`src/rtl/ascii_number_parser.sv`:
```
// rtl/ascii_number_parser.sv - streaming ASCII decimal/hex number parser with sticky error flags
//
// Ports:
//   clk, rst_n                       clock, asynchronous active-low reset
//   char_in, char_valid_in,          character stream; char_last_in frames the end
//   char_last_in, char_ready_out     of a number; ready is a registered decode of state
//   mode_hex_in                      radix select, sampled on the first character
//   result_out, result_valid_out,    one result per framed number, held until the
//   result_ready_in                  result handshake
//   err_char_out, err_ovf_out,       sticky flags, valid only with result_valid_out
//   err_len_out
//   busy_out                         high while a number is in progress or pending
module ascii_number_parser #(
    parameter int MAX_DIGITS = 8,
    parameter int OUT_WIDTH  = 32,
    parameter int HEX_EN     = 1
) (
    input  logic                 clk,
    input  logic                 rst_n,
    input  logic [7:0]           char_in,
    input  logic                 char_valid_in,
    input  logic                 char_last_in,
    input  logic                 mode_hex_in,
    output logic                 char_ready_out,
    output logic [OUT_WIDTH-1:0] result_out,
    output logic                 result_valid_out,
    input  logic                 result_ready_in,
    output logic                 err_char_out,
    output logic                 err_ovf_out,
    output logic                 err_len_out,
    output logic                 busy_out
);

    localparam int CW     = $clog2(MAX_DIGITS + 1);
    // Headroom for acc*16 + 15 so the exact step value can be tested for overflow.
    localparam int XW     = OUT_WIDTH + 5;
    localparam bit HEX_ON = (HEX_EN != 0);

    typedef enum logic [1:0] {S_IDLE, S_ACCUM, S_DONE} state_t;

    state_t               state;
    logic [OUT_WIDTH-1:0] acc;
    logic [CW-1:0]        cnt;
    logic                 neg, hex, ec, eo, el;

    logic                 accept, first;
    logic                 b_hex, b_neg, b_ec, b_eo, b_el;
    logic [OUT_WIDTH-1:0] b_acc;
    logic [CW-1:0]        b_cnt;
    logic [OUT_WIDTH-1:0] n_acc, fin;
    logic [CW-1:0]        n_cnt;
    logic                 n_neg, n_ec, n_eo, n_el;
    logic                 is_dig;
    logic [3:0]           dval;
    logic [XW-1:0]        prod;

    assign accept = char_valid_in & char_ready_out;
    assign first  = (state == S_IDLE);

    // The first character of a number starts from a cleared context.
    assign b_hex = first ? (mode_hex_in & HEX_ON) : hex;
    assign b_acc = first ? '0 : acc;
    assign b_cnt = first ? '0 : cnt;
    assign b_neg = first ? 1'b0 : neg;
    assign b_ec  = first ? 1'b0 : ec;
    assign b_eo  = first ? 1'b0 : eo;
    assign b_el  = first ? 1'b0 : el;

    always_comb begin
        is_dig = 1'b0;
        dval   = 4'd0;
        prod   = '0;
        n_acc  = b_acc;
        n_cnt  = b_cnt;
        n_neg  = b_neg;
        n_ec   = b_ec;
        n_eo   = b_eo;
        n_el   = b_el;
        if (char_in >= 8'h30 && char_in <= 8'h39) begin
            is_dig = 1'b1;
            dval   = char_in[3:0];
        end else if (b_hex && ((char_in >= 8'h41 && char_in <= 8'h46) ||
                               (char_in >= 8'h61 && char_in <= 8'h66))) begin
            is_dig = 1'b1;
            dval   = char_in[3:0] + 4'd9;
        end
        if (is_dig) begin
            if (b_cnt == CW'(MAX_DIGITS)) begin
                n_el = 1'b1;
            end else begin
                prod  = {5'b0, b_acc} * (b_hex ? XW'(16) : XW'(10)) + XW'(dval);
                n_acc = prod[OUT_WIDTH-1:0];
                n_cnt = b_cnt + CW'(1);
                if (prod[XW-1:OUT_WIDTH] != '0)
                    n_eo = 1'b1;
            end
        end else if (char_in == 8'h2D && first && !b_hex) begin
            n_neg = 1'b1;
        end else begin
            n_ec = 1'b1;
        end
        fin = n_neg ? (~n_acc + OUT_WIDTH'(1)) : n_acc;
    end

    always_ff @(posedge clk or negedge rst_n) begin
        if (!rst_n) begin
            state            <= S_IDLE;
            char_ready_out   <= 1'b1;
            result_out       <= '0;
            result_valid_out <= 1'b0;
            err_char_out     <= 1'b0;
            err_ovf_out      <= 1'b0;
            err_len_out      <= 1'b0;
            busy_out         <= 1'b0;
            acc              <= '0;
            cnt              <= '0;
            neg              <= 1'b0;
            hex              <= 1'b0;
            ec               <= 1'b0;
            eo               <= 1'b0;
            el               <= 1'b0;
        end else begin
            case (state)
                S_IDLE, S_ACCUM: begin
                    if (accept) begin
                        acc      <= n_acc;
                        cnt      <= n_cnt;
                        neg      <= n_neg;
                        hex      <= b_hex;
                        ec       <= n_ec;
                        eo       <= n_eo;
                        el       <= n_el;
                        busy_out <= 1'b1;
                        if (char_last_in) begin
                            state            <= S_DONE;
                            char_ready_out   <= 1'b0;
                            result_valid_out <= 1'b1;
                            // A number with no digits reports a character error and zero.
                            result_out       <= (n_cnt == '0) ? '0 : fin;
                            err_char_out     <= n_ec | (n_cnt == '0);
                            err_ovf_out      <= n_eo;
                            err_len_out      <= n_el;
                        end else begin
                            state <= S_ACCUM;
                        end
                    end
                end
                S_DONE: begin
                    if (result_ready_in) begin
                        state            <= S_IDLE;
                        char_ready_out   <= 1'b1;
                        result_valid_out <= 1'b0;
                        result_out       <= '0;
                        err_char_out     <= 1'b0;
                        err_ovf_out      <= 1'b0;
                        err_len_out      <= 1'b0;
                        busy_out         <= 1'b0;
                    end
                end
                default: begin
                    state          <= S_IDLE;
                    char_ready_out <= 1'b1;
                end
            endcase
        end
    end

endmodule
```
`config.mk`:
```
export PLATFORM = sky130hd
export DESIGN_NAME = ascii_number_parser
export DESIGN_NICKNAME = d
export VERILOG_FILES = /design/src/rtl/ascii_number_parser.sv
export SDC_FILE = /design/constraint.sdc
export NUM_CORES = 1
export LEC_CHECK = 0
export CAP_MARGIN = 10
export CORE_MARGIN = 2
export CORE_UTILIZATION = 40
export CTS_CLUSTER_DIAMETER = 50
export DETAILED_ROUTE_END_ITERATION = 6
export PLACE_DENSITY = 0.55
export SKIP_LAST_GASP = 1
export SLEW_MARGIN = 10
export SYNTH_ARGS = -nofsm -noshare
export SYNTH_HDL_FRONTEND = slang
export SYNTH_SLANG_ARGS = --single-unit
```
`constraint.sdc`:
```
create_clock -name clk -period 7.6 [get_ports clk]
set_input_delay 2.28 -clock clk [delete_from_list [all_inputs] [get_ports clk]]
set_output_delay 2.28 -clock clk [all_outputs]
set_load 0.03 [all_outputs]
```
* After elaboration in Yosys (flattened, before gate mapping)
Cells that the tools add are included.
Operators by class: add/sub/neg operators 4, reductions and logical operators 18, $mul 1, mux-type cells 54, order comparisons 6, eq/ne operators 7, bitwise logic cells 3
Operators with widths (count):
- 2-to-1 mux 32 bit | 8
- one-hot mux 32 bit (2 select lines) | 1
- adder 37 x 4 -> 37 bit | 1
- multiplier 32 x 5 -> 37 bit | 1
- adder 32 x 1 -> 32 bit (second input constant) | 1
- NOT 32 bit | 1
- 2-to-1 mux 1 bit | 29
- 2-to-1 mux 4 bit | 5
- >= comparator 8 x 7 -> 1 bit (second input constant) | 2
- less-or-equal comparator 8 x 7 -> 1 bit (second input constant) | 2
- one-hot mux 1 bit (2 select lines) | 6
- == test 8 x 6 -> 1 bit (second input constant) | 1
- >= comparator 8 x 6 -> 1 bit (second input constant) | 1
- less-or-equal comparator 8 x 6 -> 1 bit (second input constant) | 1
- logical AND 1 bit | 6
- 2-to-1 mux 2 bit | 3
- != test 2 bit (second input constant) | 3
- AND reduction 3 bit | 2
- 2-to-1 mux 5 bit | 1
- nonzero test 5 bit | 1
- adder 4 x 1 -> 4 bit (second input constant) | 1
- adder 4 bit (second input constant) | 1
- == test 4 bit (second input constant) | 1
- logical NOT 4 bit | 1
- other kinds (12) | 13
Storage, ports and cells: register bits 81, logic and storage cells 108, output and inout port bits 38, input port bits 14

* Longest topological paths before layout
Gate-level depths: netlist (run 1).
depth after elaboration 16, mapped depth 23, mapped depth without buffers 23

* Least setup slack after synthesis (run 1)
OpenSTA, ideal clock, no wires.
path kind input to register, from input char_in[1], to register result_out[31], stages 21, data arrival time 6.824 ns, setup time 0.124 ns, slack 0.652 ns, buffers on the path 0, data required time 7.476 ns, cells stage by stage inv_1 ha_1 o21bai_1 a21oi_1 a21o_1 ha_1 ha_1 fa_1 inv_1 fa_1 nor2b_1 o2111ai_1 a21oi_1 a31oi_1 xnor2_1 o31ai_2 nand2_1 nor4_4 nand4_1 mux2i_1 nand2_1
On the way: cells in the longest elaborated chain, start to end 16, elaborated cells between the ends (all ways) 33, those cells by class add/sub: 3; order compare: 6; eq/ne: 1; mux: 14; bitwise: 1; reduce/logical: 8
Ends and longest elaborated chain:
- from (decl) | line 20 | input logic [7:0] char_in,
- >= comparator 8 x 7 -> 1 bit (tied with other cells) | line 82 | end else if (b_hex && ((char_in >= 8'h41 && char_in <= 8'h46) ||
- logical AND 1 bit, on equally long branches | line 82, 83
- logical OR 1 bit | line 82
- logical AND 1 bit | line 82
- 2-to-1 mux 4 bit | line 82
- 2-to-1 mux 4 bit | line 79 | if (char_in >= 8'h30 && char_in <= 8'h39) begin
- adder 37 x 4 -> 37 bit | line 91 | prod = {5'b0, b_acc} * (b_hex ? XW'(16) : XW'(10)) + XW'(dval);
- 2-to-1 mux 32 bit | line 88 | if (b_cnt == CW'(MAX_DIGITS)) begin
- 2-to-1 mux 32 bit | line 87 | if (is_dig) begin
- NOT 32 bit | line 102 | fin = n_neg ? (~n_acc + OUT_WIDTH'(1)) : n_acc;
- adder 32 x 1 -> 32 bit | line 102
- 2-to-1 mux 32 bit | line 102
- 2-to-1 mux 32 bit * | line 139 | result_out <= (n_cnt == '0) ? '0 : fin;
- 2-to-1 mux 32 bit * | line 134 | if (char_last_in) begin
- 2-to-1 mux 32 bit * | line 125 | if (accept) begin
- one-hot mux 32 bit (2 select lines) * | line 123 | case (state)
- to (signal assigned) | line 139
- to (decl) | line 25 | output logic [OUT_WIDTH-1:0] result_out,
Mark *: on every way between the ends. The rest lies on a longest branch, timed or not. The select of a mux whose other input is x is not followed. A chain may end at the register's enable or synchronous reset.

* Worst setup path after layout (run 1)
from input char_in[0], to register result_out[29]
The elaborated chain is that of the path after synthesis.

==> results.sh, run 1 <==
export IMPL_status="finished clean"
export IMPL_grt_antenna_before_repair=0
export IMPL_grt_pass1_wl_um=39400
export IMPL_slew_headroom_pct=22.0
export IMPL_ys_warn_count=0
export IMPL_synth_distinct_cells=85
export IMPL_clk_pin_slew_worst_paths_ns=0.06
export IMPL_grt_start_max_net_pins=64
export IMPL_cts_tree="built"
export IMPL_fin_crit_ns=7.27
export IMPL_rows=52
export IMPL_vias_per_cell=5.58
export IMPL_crit_required_ns=7.81
export IMPL_setup_viol=0
export IMPL_path_buf_inv=6
export IMPL_yosys_area_top_type="dfrtp_1"
export IMPL_drtPass1Iterations=6
export IMPL_insertion_delay_ns=0.35
export IMPL_setup_tns_ns=0
export IMPL_r2r_end="result_out[29]"
export IMPL_grt_use_total_pct=22.5
export IMPL_grt_most_used_layer="met2"
export IMPL_cts_htree_levels=3
export IMPL_critical_path_top_delay_family="adder cells"
export IMPL_drv_cap=0
export IMPL_first_global_vias=7459
export IMPL_whs_path_depth=2
export IMPL_hold_viol_final=0
export IMPL_synth_cells=1035
export IMPL_vias=7520
export IMPL_hold_path_end="result_valid_out"
export IMPL_start_util_pct=40.8
export IMPL_end_kind="flop"
export IMPL_die_w_um=148
export IMPL_fillCellCount=2047
export IMPL_cts_root_buf="clkbuf_16"
export IMPL_syn2layout_area_growth_pct=15.7
export IMPL_critPathKind="in -> reg"
export IMPL_synth_area_um2=8260
export IMPL_synthFlopType="dfrtp_1"
export IMPL_multi_input_area_um2=5850
export IMPL_synth_top_area_share_pct=24.2
export IMPL_fp_dieH_um=148
export IMPL_coreArea_um2=20200
export IMPL_fin_area_um2=9550
export IMPL_ir_worst_vdd_uv=104
export IMPL_cts_sinks=81
export IMPL_regArea_um2=2030
export IMPL_routed_wl_um=23900
export IMPL_route_detailed_drc=0
export IMPL_async_reset_ff_share_pct=100
export IMPL_min_period_over_period_pct=95.7
export IMPL_die_area_um2=21800
export IMPL_synth_area_leaders="dfrtp_1 24%, ha_1 16%, nand2_1 6.5%, o21ai_0 5.8%, a21oi_1 4.4%"
export IMPL_finClkSkew_ns=0.00989
export IMPL_routedWlPerCell_um=17.8
export IMPL_numCtsBuffers=9
export IMPL_diodes=0
export IMPL_ys_ff_latch=81
export IMPL_hold_path_class="reg -> reg"
export IMPL_p_leak_nw=4.38
export IMPL_rsz0062_at_grt="false"
export IMPL_min_from="result_valid_out"
export IMPL_seq_area_frac_synth_pct=24.6
export IMPL_layout_drive_gt1_share_pct=9.29
export IMPL_globalplace_congestion=0.904
export IMPL_tightest_slew_ns=1.17
export IMPL_slew_viol_final=0
export IMPL_clk_path_buf_depth=2
export IMPL_cp_max_fo=6
export IMPL_synth_edff_count=0
export IMPL_met1_usage_pct=29.4
export IMPL_grt_use_met2_pct=39.0
export IMPL_start_kind="input port"
export IMPL_critical_path_slowest_cell="fa_1"
export IMPL_dr_first_iter_drc_count=413
export IMPL_overflow=0
export IMPL_fin_nets=1195
export IMPL_fmax_mhz=137
export IMPL_max_stage_delay_ns=0.54
export IMPL_place_detailed_hpwl_um=18200
export IMPL_synth_area_per_cell_um2=7.98
export IMPL_post_dp_cell_area_um2=9170
export IMPL_rr_startpoint="hex"
export IMPL_io_pins=52
export IMPL_r2r_setup_slack_ns=1.83
export IMPL_r2r_cells=21
export IMPL_numPortBuffers=51
export IMPL_power_density_nw_per_um2=107
export IMPL_arrival_ns=7.48
export IMPL_antenna_left=0
export IMPL_grt_util_met3_pct=3.27
==> cells in the final DEF, fill, tap and decap left out, types with 14 or more instances in the layout <==
master	count
a21oi_1	72
a31oi_1	14
and2_1	38
buf_4	54
clkdlybuf4s50_1	50
dfrtp_1	80
ha_1	104
inv_1	24
mux2i_1	32
nand2_1	144
nor2_1	79
nor3_1	20
o21ai_0	96
xnor2_1	17
xor2_1	29
==> worst max path at each step <==
stage	start	end	cells past startpoint
final	char_in[0]	result_out[29]	25
after global routing	char_in[0]	result_out[31]	25
after CTS	char_in[1]	result_out[29]	24
after detailed placement	char_in[1]	result_out[27]	24
after global placement	char_in[1]	result_out[31]	24
after floorplan	char_in[1]	result_out[31]	21
==> flip-flops by register name, summed over array words and instances (netlist names) <==
signal	flops
result_valid_out	1
hex	1
neg	1
err_char_out	1
result_out	32
cnt	4
err_ovf_out	1
busy_out	1
el	1
state	2
ec	1
acc	32
char_ready_out	1
eo	1
err_len_out	1
==> area by class of cell <==
| class | count | share of cell area, % |
|---|---|---|
| Sequential cell | 81 | 21.2 |
| Timing Repair Buffer | 104 | 9.48 |
| Multi-Input combinational cell | 852 | 61.2 |
| Clock buffer | 10 | 2.40 |
| Inverter | 24 | 0.943 |
| Clock inverter | 6 | 1.20 |
| Tap cell | 270 | 3.54 |
==> synth_stat cells, drive strengths merged (9+ instances only) <==
cell,count
clkbuf,67
o21ai,106
and2,38
a31oi,15
dfrtp,80
buf,14
xnor2,17
nor2,83
a22oi,10
xor2,29
nand3,12
ha,104
a21oi,75
mux2i,32
o21a,11
nand2,144
nor3,21
inv,24
nand4,12
a21o,9
==> routing by layer <==
metal	share of wire [%]	vias to the layer above	routed length (um)
met1	45	3540	10900
li1	-	3771	-
met3	4.0	31	962
met2	49	178	11700
met5	0	-	0
met4	1.7	0	414
==> worst min-delay path, stage by stage, from the launching register on <==
cell	delay (ns)
dfrtp_1	0.34
nand2_1	0.05
nand2_1	0.05
==> repair_timing <==
item | 4_1_cts | 5_1_grt
hold endpoints to repair | 0 | 0
setup endpoints to repair | 0 | 13
resized for setup | 0 | 6
buffers inserted | 0 | 1
hold buffers | 0 | 0
==> kinds of logic after synthesis <==
logic type / after synthesis / synth area share, %
flip-flops: 81 / 24.6
buffers and inverters: 105 / 5.18
multiplexers: 35 / 4.29
AO/OA/AOI/OAI: 301 / 23.3
other: 2 / 0.0910
XOR/XNOR: 46 / 4.88
AND/OR/NAND/NOR: 356 / 20.7
adder cells (fa/ha/maj): 109 / 17.0
==> power breakdown <==
group          switching (mW)  internal, mW  leakage, nW
Combinational          0.0404        0.0287         3.09
Clock                   0.193         0.324        0.164
Sequential            0.00339         0.434         1.13
==> metrics by stage <==
step           power (mW)  hold WS (ns)  std cells  worst slack (ns)  utilization [%]
2_1_floorplan       0.478         0.450       1038             0.652                -
3_3_place_gp        0.513         0.461       1330          0.000729             45.3
3_5_place_dp        0.513         0.468       1330            -0.105             45.3
4_1_cts              1.03         0.481       1346             0.209             47.0
5_1_grt              1.06         0.512       1347            0.0247             47.2
6_report             1.02         0.475       1347             0.327             47.2
Note: power is estimated with default switching activity, not from simulation.
==> run 2, diff against run 1 <==
--- a/config.mk
+++ b/config.mk
@@ -10,7 +10,7 @@
 export CORE_UTILIZATION = 40
 export CTS_CLUSTER_DIAMETER = 50
 export DETAILED_ROUTE_END_ITERATION = 6
-export PLACE_DENSITY = 0.55
+export PLACE_DENSITY = 0.57
 export SKIP_LAST_GASP = 1
 export SLEW_MARGIN = 10
 export SYNTH_ARGS = -nofsm -noshare
==> constraint.sdc (replaced) <==
create_clock -name clk -period 5.86 [get_ports clk]
set_input_delay 1.758 -clock clk [delete_from_list [all_inputs] [get_ports clk]]
set_output_delay 1.758 -clock clk [all_outputs]
set_load 0.03 [all_outputs]
==> run 2 against run 1 <==
Critical endpoint is now result_out[28]. Clock power rose by 22%. Combinational power increased by 59%. Count of clock-buffer cells in the layout increased by 2. The run now ends with negative setup slack left. Sequential share of layout area shrank 2.3 points. Highest routed layer unchanged. Setup slack lost 0.60 ns. Register-to-register slack worse by 1.1 ns. Cell area rose by 12%. Power up 28%. Via count up 8.1%. Cell count grew 7.3%. Core utilization rose by 5.6 points.
==> results.sh, run 2 (synthesized netlist as in run 1, its figures left out) <==
export IMPL_status="complete, but fails checks"
export IMPL_violations="negative setup slack"
export IMPL_fin_nets=1293
export IMPL_dp_cells=1402
export IMPL_die_area_um2=21800
export IMPL_final_cell_mix="147 x buf_4, 142 x nand2_1, 97 x ha_1, 80 x dfrtp_1"
export IMPL_first_global_vias=7650
export IMPL_vias_per_cell=5.63
export IMPL_fillCellCount=1934
export IMPL_regArea_um2=2030
export IMPL_pre_cts_slack_ns=-1.13
export IMPL_final_core_util_pct=52.8
export IMPL_end_kind="flop"
export IMPL_route_detailed_drc=0
export IMPL_cp_max_fo=5
export IMPL_coreArea_um2=20200
export IMPL_min_period_over_period_pct=105
export IMPL_grt_use_total_pct=23.4
export IMPL_critical_path_top_delay_family="adder cells"
export IMPL_cts_hold_buf=0
export IMPL_critical_path_slowest_cell="fa_2"
export IMPL_path_buf_inv=6
export IMPL_power_density_nw_per_um2=123
export IMPL_rr_startpoint="state[1]"
export IMPL_layout_setup_ws_ns=-0.277
export IMPL_numPortBuffers=51
export IMPL_r2r_end="result_out[28]"
export IMPL_cts_htree_levels=3
export IMPL_start_kind="input port"
export IMPL_grt_antenna_before_repair=0
export IMPL_cts_root_buf="clkbuf_16"
export IMPL_syn2layout_area_growth_pct=29.4
export IMPL_vias=8130
export IMPL_fmax_mhz=163
export IMPL_drtPass1Iterations=7
export IMPL_cts_tree="built"
export IMPL_start_util_pct=40.8
export IMPL_tightest_slew_ns=1.21
export IMPL_die_w_um=148
export IMPL_r2r_setup_slack_ns=0.77
export IMPL_hold_path_end="busy_out"
export IMPL_min_from="busy_out"
export IMPL_fp_dieH_um=148
export IMPL_hold_ws_ns=0.475
export IMPL_rsz0062_at_grt="true"
export IMPL_hold_viol_final=0
export IMPL_slew_viol_final=0
export IMPL_arrival_ns=6.41
export IMPL_overflow=0
export IMPL_grt_pass1_wl_um=40800
export IMPL_routed_wl_um=25900
export IMPL_ir_worst_vdd_uv=124
export IMPL_fin_crit_ns=6.14
export IMPL_instances_no_fill=1445
export IMPL_cp_startpoint="char_in[1]"
export IMPL_top_regs="acc x32, result_out x32, cnt x4"
export IMPL_drv_cap=0
export IMPL_multi_input_area_um2=6230
export IMPL_setup_viol=21
export IMPL_dr_first_iter_drc_count=621
export IMPL_slew_headroom_pct=19.5
export IMPL_crit_required_ns=6.13
export IMPL_routedWlPerCell_um=17.9
export IMPL_io_pins=52
export IMPL_numCtsBuffers=9
export IMPL_hold_path_class="reg -> reg"
export IMPL_clk_pin_slew_worst_paths_ns=0.06
export IMPL_p_leak_nw=4.94
export IMPL_rows=52
export IMPL_layout_drive_gt1_share_pct=22.2
export IMPL_max_stage_delay_ns=0.41
export IMPL_diodes=0
export IMPL_cts_sinks=81
export IMPL_place_detailed_hpwl_um=18800
export IMPL_antenna_left=0
export IMPL_grt_start_max_net_pins=51
export IMPL_r2r_cells=23
export IMPL_insertion_delay_ns=0.35
export IMPL_final_common_cell="buf_4"
export IMPL_critPathKind="in -> reg"
export IMPL_whs_path_depth=2
export IMPL_globalplace_congestion=0.926
export IMPL_clk_path_buf_depth=2
export IMPL_finClkSkew_ns=0.0145
==> run 2: changes by cell type in the layout (fill, tap and decap cells not counted), sizes merged <==
cell	delta
clkbuf	+5
clkdlybuf4s50	-9
buf	+102
bufinv	-1
dlygate4sd2	+1
dlymetal6s2s	+1
inv	-2
clkinv	+1
==> run 2: repair_timing <==
item / 4_1_cts / 5_1_grt
endpoints found under the setup margin: 38 / 33
resized for setup: 53 / 66
endpoints found under the hold margin: 0 / 0
buffers inserted: 23 / 9
pin swaps: 33 / 41
==> run 2: worst max-delay path by stage <==
stage,end,cells past startpoint
2_1_floorplan,result_out[31],23
3_3_place_gp,result_out[27],23
3_5_place_dp,result_out[27],23
4_1_cts,result_out[31],26
5_1_grt,result_out[24],26
6_report,result_out[28],26
==> run 2: through the flow <==
step           power [mW]  cell area (um2)  setup TNS [ns]
2_1_floorplan       0.622             8350           -1.52
6_report             1.31            10700           -3.30
3_3_place_gp        0.673             9810          -30.67
3_5_place_dp        0.674             9810          -32.12
5_1_grt              1.35            10700           -7.61
4_1_cts              1.31            10400           -2.99
==> run 2: report_power, final <==
group	switching (mW)	internal, mW
Combinational	0.0604	0.0496
Clock	0.247	0.387
Sequential	0.00453	0.563
==> run 2: worst reg2reg max path, stage by stage (launching register included) <==
cell	delay, ns
dfrtp_1	0.49
o21a_1	0.30
nor2_2	0.22
nor2_2	0.06
a21o_1	0.16
ha_1	0.27
ha_2	0.26
ha_1	0.28
ha_2	0.18
inv_2	0.05
fa_2	0.41
nor2b_4	0.17
o2111ai_4	0.17
a21oi_4	0.25
buf_6	0.14
a31oi_4	0.12
xnor2_2	0.20
o31ai_4	0.30
nand4_2	0.17
nor3_2	0.21
buf_4	0.17
a41oi_2	0.11
xor2_1	0.21
o21ai_1	0.12
==> run 2: layout make-up <==
type / count / area share [%]
Timing Repair Buffer: 202 / 15.6
Clock buffer: 12 / 2.31
Tap cell: 270 / 3.16
Clock inverter: 4 / 0.714
Multi-Input combinational cell: 852 / 58.3
Inverter: 24 / 1.01
Sequential cell: 81 / 19.0
==> run 2: layer usage <==
layer	GRT usage (%)	vias to the layer above	share of wire, %
li1	-	3977	-
met1	33.1	3897	48
met2	37.8	215	46
met3	2.44	41	3.8
met4	6.97	0	2.6
met5	0	-	0
==> run 3, diff against run 2 <==
--- a/config.mk
+++ b/config.mk
@@ -6,11 +6,12 @@
 export NUM_CORES = 1
 export LEC_CHECK = 0
 export CAP_MARGIN = 10
+export CORE_ASPECT_RATIO = 0.8
 export CORE_MARGIN = 2
-export CORE_UTILIZATION = 40
+export CORE_UTILIZATION = 45
 export CTS_CLUSTER_DIAMETER = 50
 export DETAILED_ROUTE_END_ITERATION = 6
-export PLACE_DENSITY = 0.57
+export PLACE_DENSITY = 0.63
 export SKIP_LAST_GASP = 1
 export SLEW_MARGIN = 10
 export SYNTH_ARGS = -nofsm -noshare
==> run 3 against run 2 <==
The run still ends with negative setup slack left. Die area fell by 11%. Power fell by 0.86%. Non-clock buffer count fell by 4. Sequential power barely moved. Count of clock-buffer cells in the layout fell by 2. Setup slack improved by 0.030 ns. Hold slack improved by 0.0035 ns. Global-route usage rose by 2.5 points. Via count fell by 0.48%. Critical endpoint is now result_out[27]. Highest routed layer unchanged.
==> results.sh, run 3 (synthesized netlist as in run 1, its figures left out) <==
export IMPL_status="complete, but fails checks"
export IMPL_violations="negative setup slack"
export IMPL_cp_max_fo=5
export IMPL_drv_cap=0
export IMPL_numPortBuffers=51
export IMPL_setup_viol=18
export IMPL_whs_path_depth=2
export IMPL_path_buf_inv=4
export IMPL_ir_worst_vdd_uv=113
export IMPL_die_area_um2=19500
export IMPL_setup_tns_ns=-2.56
export IMPL_finClkSkew_ns=0.00749
export IMPL_dr_first_iter_drc_count=611
export IMPL_fp_dieH_um=125
export IMPL_r2r_setup_slack_ns=0.76
export IMPL_vias=8091
export IMPL_insertion_delay_ns=0.34
export IMPL_p_leak_nw=4.94
export IMPL_critPathKind="in -> reg"
export IMPL_fin_area_um2=10600
export IMPL_numCtsBuffers=9
export IMPL_final_cell_mix="143 x buf_4, 142 x nand2_1, 98 x ha_1, 80 x dfrtp_1, 78 x nor2_1"
export IMPL_min_period_over_period_pct=104
export IMPL_rsz0062_at_grt="true"
export IMPL_slew_viol_final=0
export IMPL_path_depth=24
export IMPL_place_detailed_hpwl_um=18500
export IMPL_critical_path_top_delay_family="simple AND/OR/NAND/NOR gates"
export IMPL_rr_startpoint="state[1]"
export IMPL_top_regs="acc x32, result_out x32, cnt x4"
export IMPL_cts_tree="built"
export IMPL_fin_crit_ns=6.11
export IMPL_fillCellCount=1617
export IMPL_syn2layout_area_growth_pct=28.3
export IMPL_die_w_um=155
export IMPL_grt_pass1_wl_um=40600
export IMPL_start_util_pct=45.7
export IMPL_cts_htree_levels=3
export IMPL_cts_sinks=81
export IMPL_r2r_cells=23
export IMPL_drtPass1Iterations=5
export IMPL_end_kind="flop"
export IMPL_arrival_ns=6.32
export IMPL_overflow=0
export IMPL_globalplace_congestion=0.931
export IMPL_rows=44
export IMPL_critical_path_slowest_cell="nor4b_4"
export IMPL_clk_pin_slew_worst_paths_ns=0.06
export IMPL_post_dp_cell_area_um2=9730
export IMPL_fmax_mhz=164
export IMPL_grt_use_total_pct=25.9
export IMPL_max_stage_delay_ns=0.36
export IMPL_hold_viol_final=0
export IMPL_layout_setup_ws_ns=-0.247
export IMPL_final_common_cell="buf_4"
export IMPL_crit_required_ns=6.07
export IMPL_layout_drive_gt1_share_pct=22.0
export IMPL_regArea_um2=2030
export IMPL_fin_nets=1289
export IMPL_cp_startpoint="char_in[7]"
export IMPL_diodes=0
export IMPL_grt_antenna_before_repair=0
export IMPL_routedWlPerCell_um=18.0
export IMPL_cts_root_buf="clkbuf_16"
export IMPL_start_kind="input port"
export IMPL_crit_chain="buf_2, nor4b_4, o311ai_4, nor2_2, a21o_1, ha_1, ha_2, ha_1, ha_2, inv_2, fa_2, nor2b_4, o2111ai_4, a21oi_4, o211a_4, or3_1, a32oi_2, nand4_1, buf_4, nor4_4, buf_4, a21oi_1, xnor2_1, o21ai_1"
export IMPL_first_global_vias=7598
export IMPL_hold_path_class="reg -> reg"
export IMPL_grt_start_max_net_pins=69
export IMPL_multi_input_area_um2=6230
export IMPL_routed_wl_um=25300
export IMPL_io_pins=52
export IMPL_power_density_nw_per_um2=123
export IMPL_antenna_left=0
export IMPL_vias_per_cell=5.78
export IMPL_tightest_slew_ns=1.21
export IMPL_r2r_end="result_out[27]"
export IMPL_critPathCapture="result_out[27]"
export IMPL_route_detailed_drc=0
export IMPL_slew_headroom_pct=19.3
export IMPL_coreArea_um2=18100
export IMPL_clk_path_buf_depth=2
-- run 3: how the worst min path moves through the flow --
stage                        start        endpoint  slack, ns
global placement                ec              ec       0.46
floorplan                       ec              ec       0.45
finish                    busy_out        busy_out       0.48
CTS                       busy_out        busy_out       0.48
global route        result_out[12]  result_out[12]       0.52
detailed placement        busy_out        busy_out       0.47
-- run 3: final cells by class --
class	instances	area share, %
multi-input cells	852	58.9
well taps	230	2.72
clock buffers	10	2.16
flip-flops and latches	81	19.1
inverters	24	1.02
clock inverters	6	0.850
repair buffers	198	15.3
-- run 3: what timing repair did --
action | 4_1_cts | 5_1_grt
setup buffers | 13 | 15
hold buffers | 0 | 0
resized for setup | 63 | 59
pin swaps | 32 | 30
gates cloned | 0 | 0
endpoints found under the setup margin | 35 | 31
-- run 3: per-stage QoR --
stage | setup WS [ns] | cells | total power, mW | utilization [%] | hold slack, ns
after global placement | -1.19 | 1360 | 0.672 | 53.9 | 0.463
after detailed placement | -1.23 | 1360 | 0.673 | 53.9 | 0.468
after global routing | -0.516 | 1401 | 1.34 | 58.7 | 0.517
after floorplan | -0.186 | 1038 | 0.622 | - | 0.450
after CTS | -0.319 | 1388 | 1.30 | 57.1 | 0.482
final | -0.247 | 1401 | 1.30 | 58.7 | 0.478
-- run 3: metal layers --
| metal | routed length, um | global-route usage [%] | vias up |
|---|---|---|---|
| met2 | 11300 | 40.4 | 241 |
| met4 | 290 | 4.43 | 0 |
| li1 | - | - | 3960 |
| met3 | 1160 | 3.26 | 25 |
| met1 | 12600 | 38.8 | 3865 |
| met5 | 0 | 0 | - |
-- run 3: worst register-to-register path, stage by stage (launching register included) --
cell       delay [ns]
dfrtp_1          0.51
o21a_1           0.29
nor2_2           0.20
nor2_2           0.07
a21o_1           0.17
ha_1             0.29
ha_2             0.25
ha_1             0.29
ha_2             0.19
inv_2            0.05
fa_2             0.22
nor2b_4          0.06
o2111ai_4        0.24
a21oi_4          0.11
o211a_4          0.28
or3_1            0.33
a32oi_2          0.24
nand4_1          0.19
buf_4            0.19
nor4_4           0.25
buf_4            0.18
a21oi_1          0.08
xnor2_1          0.19
o21ai_1          0.07
-- run 3: where the power goes --
group | switching [mW] | internal [mW]
sequential | 0.00422 | 0.563
clock | 0.247 | 0.375
combinational | 0.0615 | 0.0485
total | 0.313 | 0.986
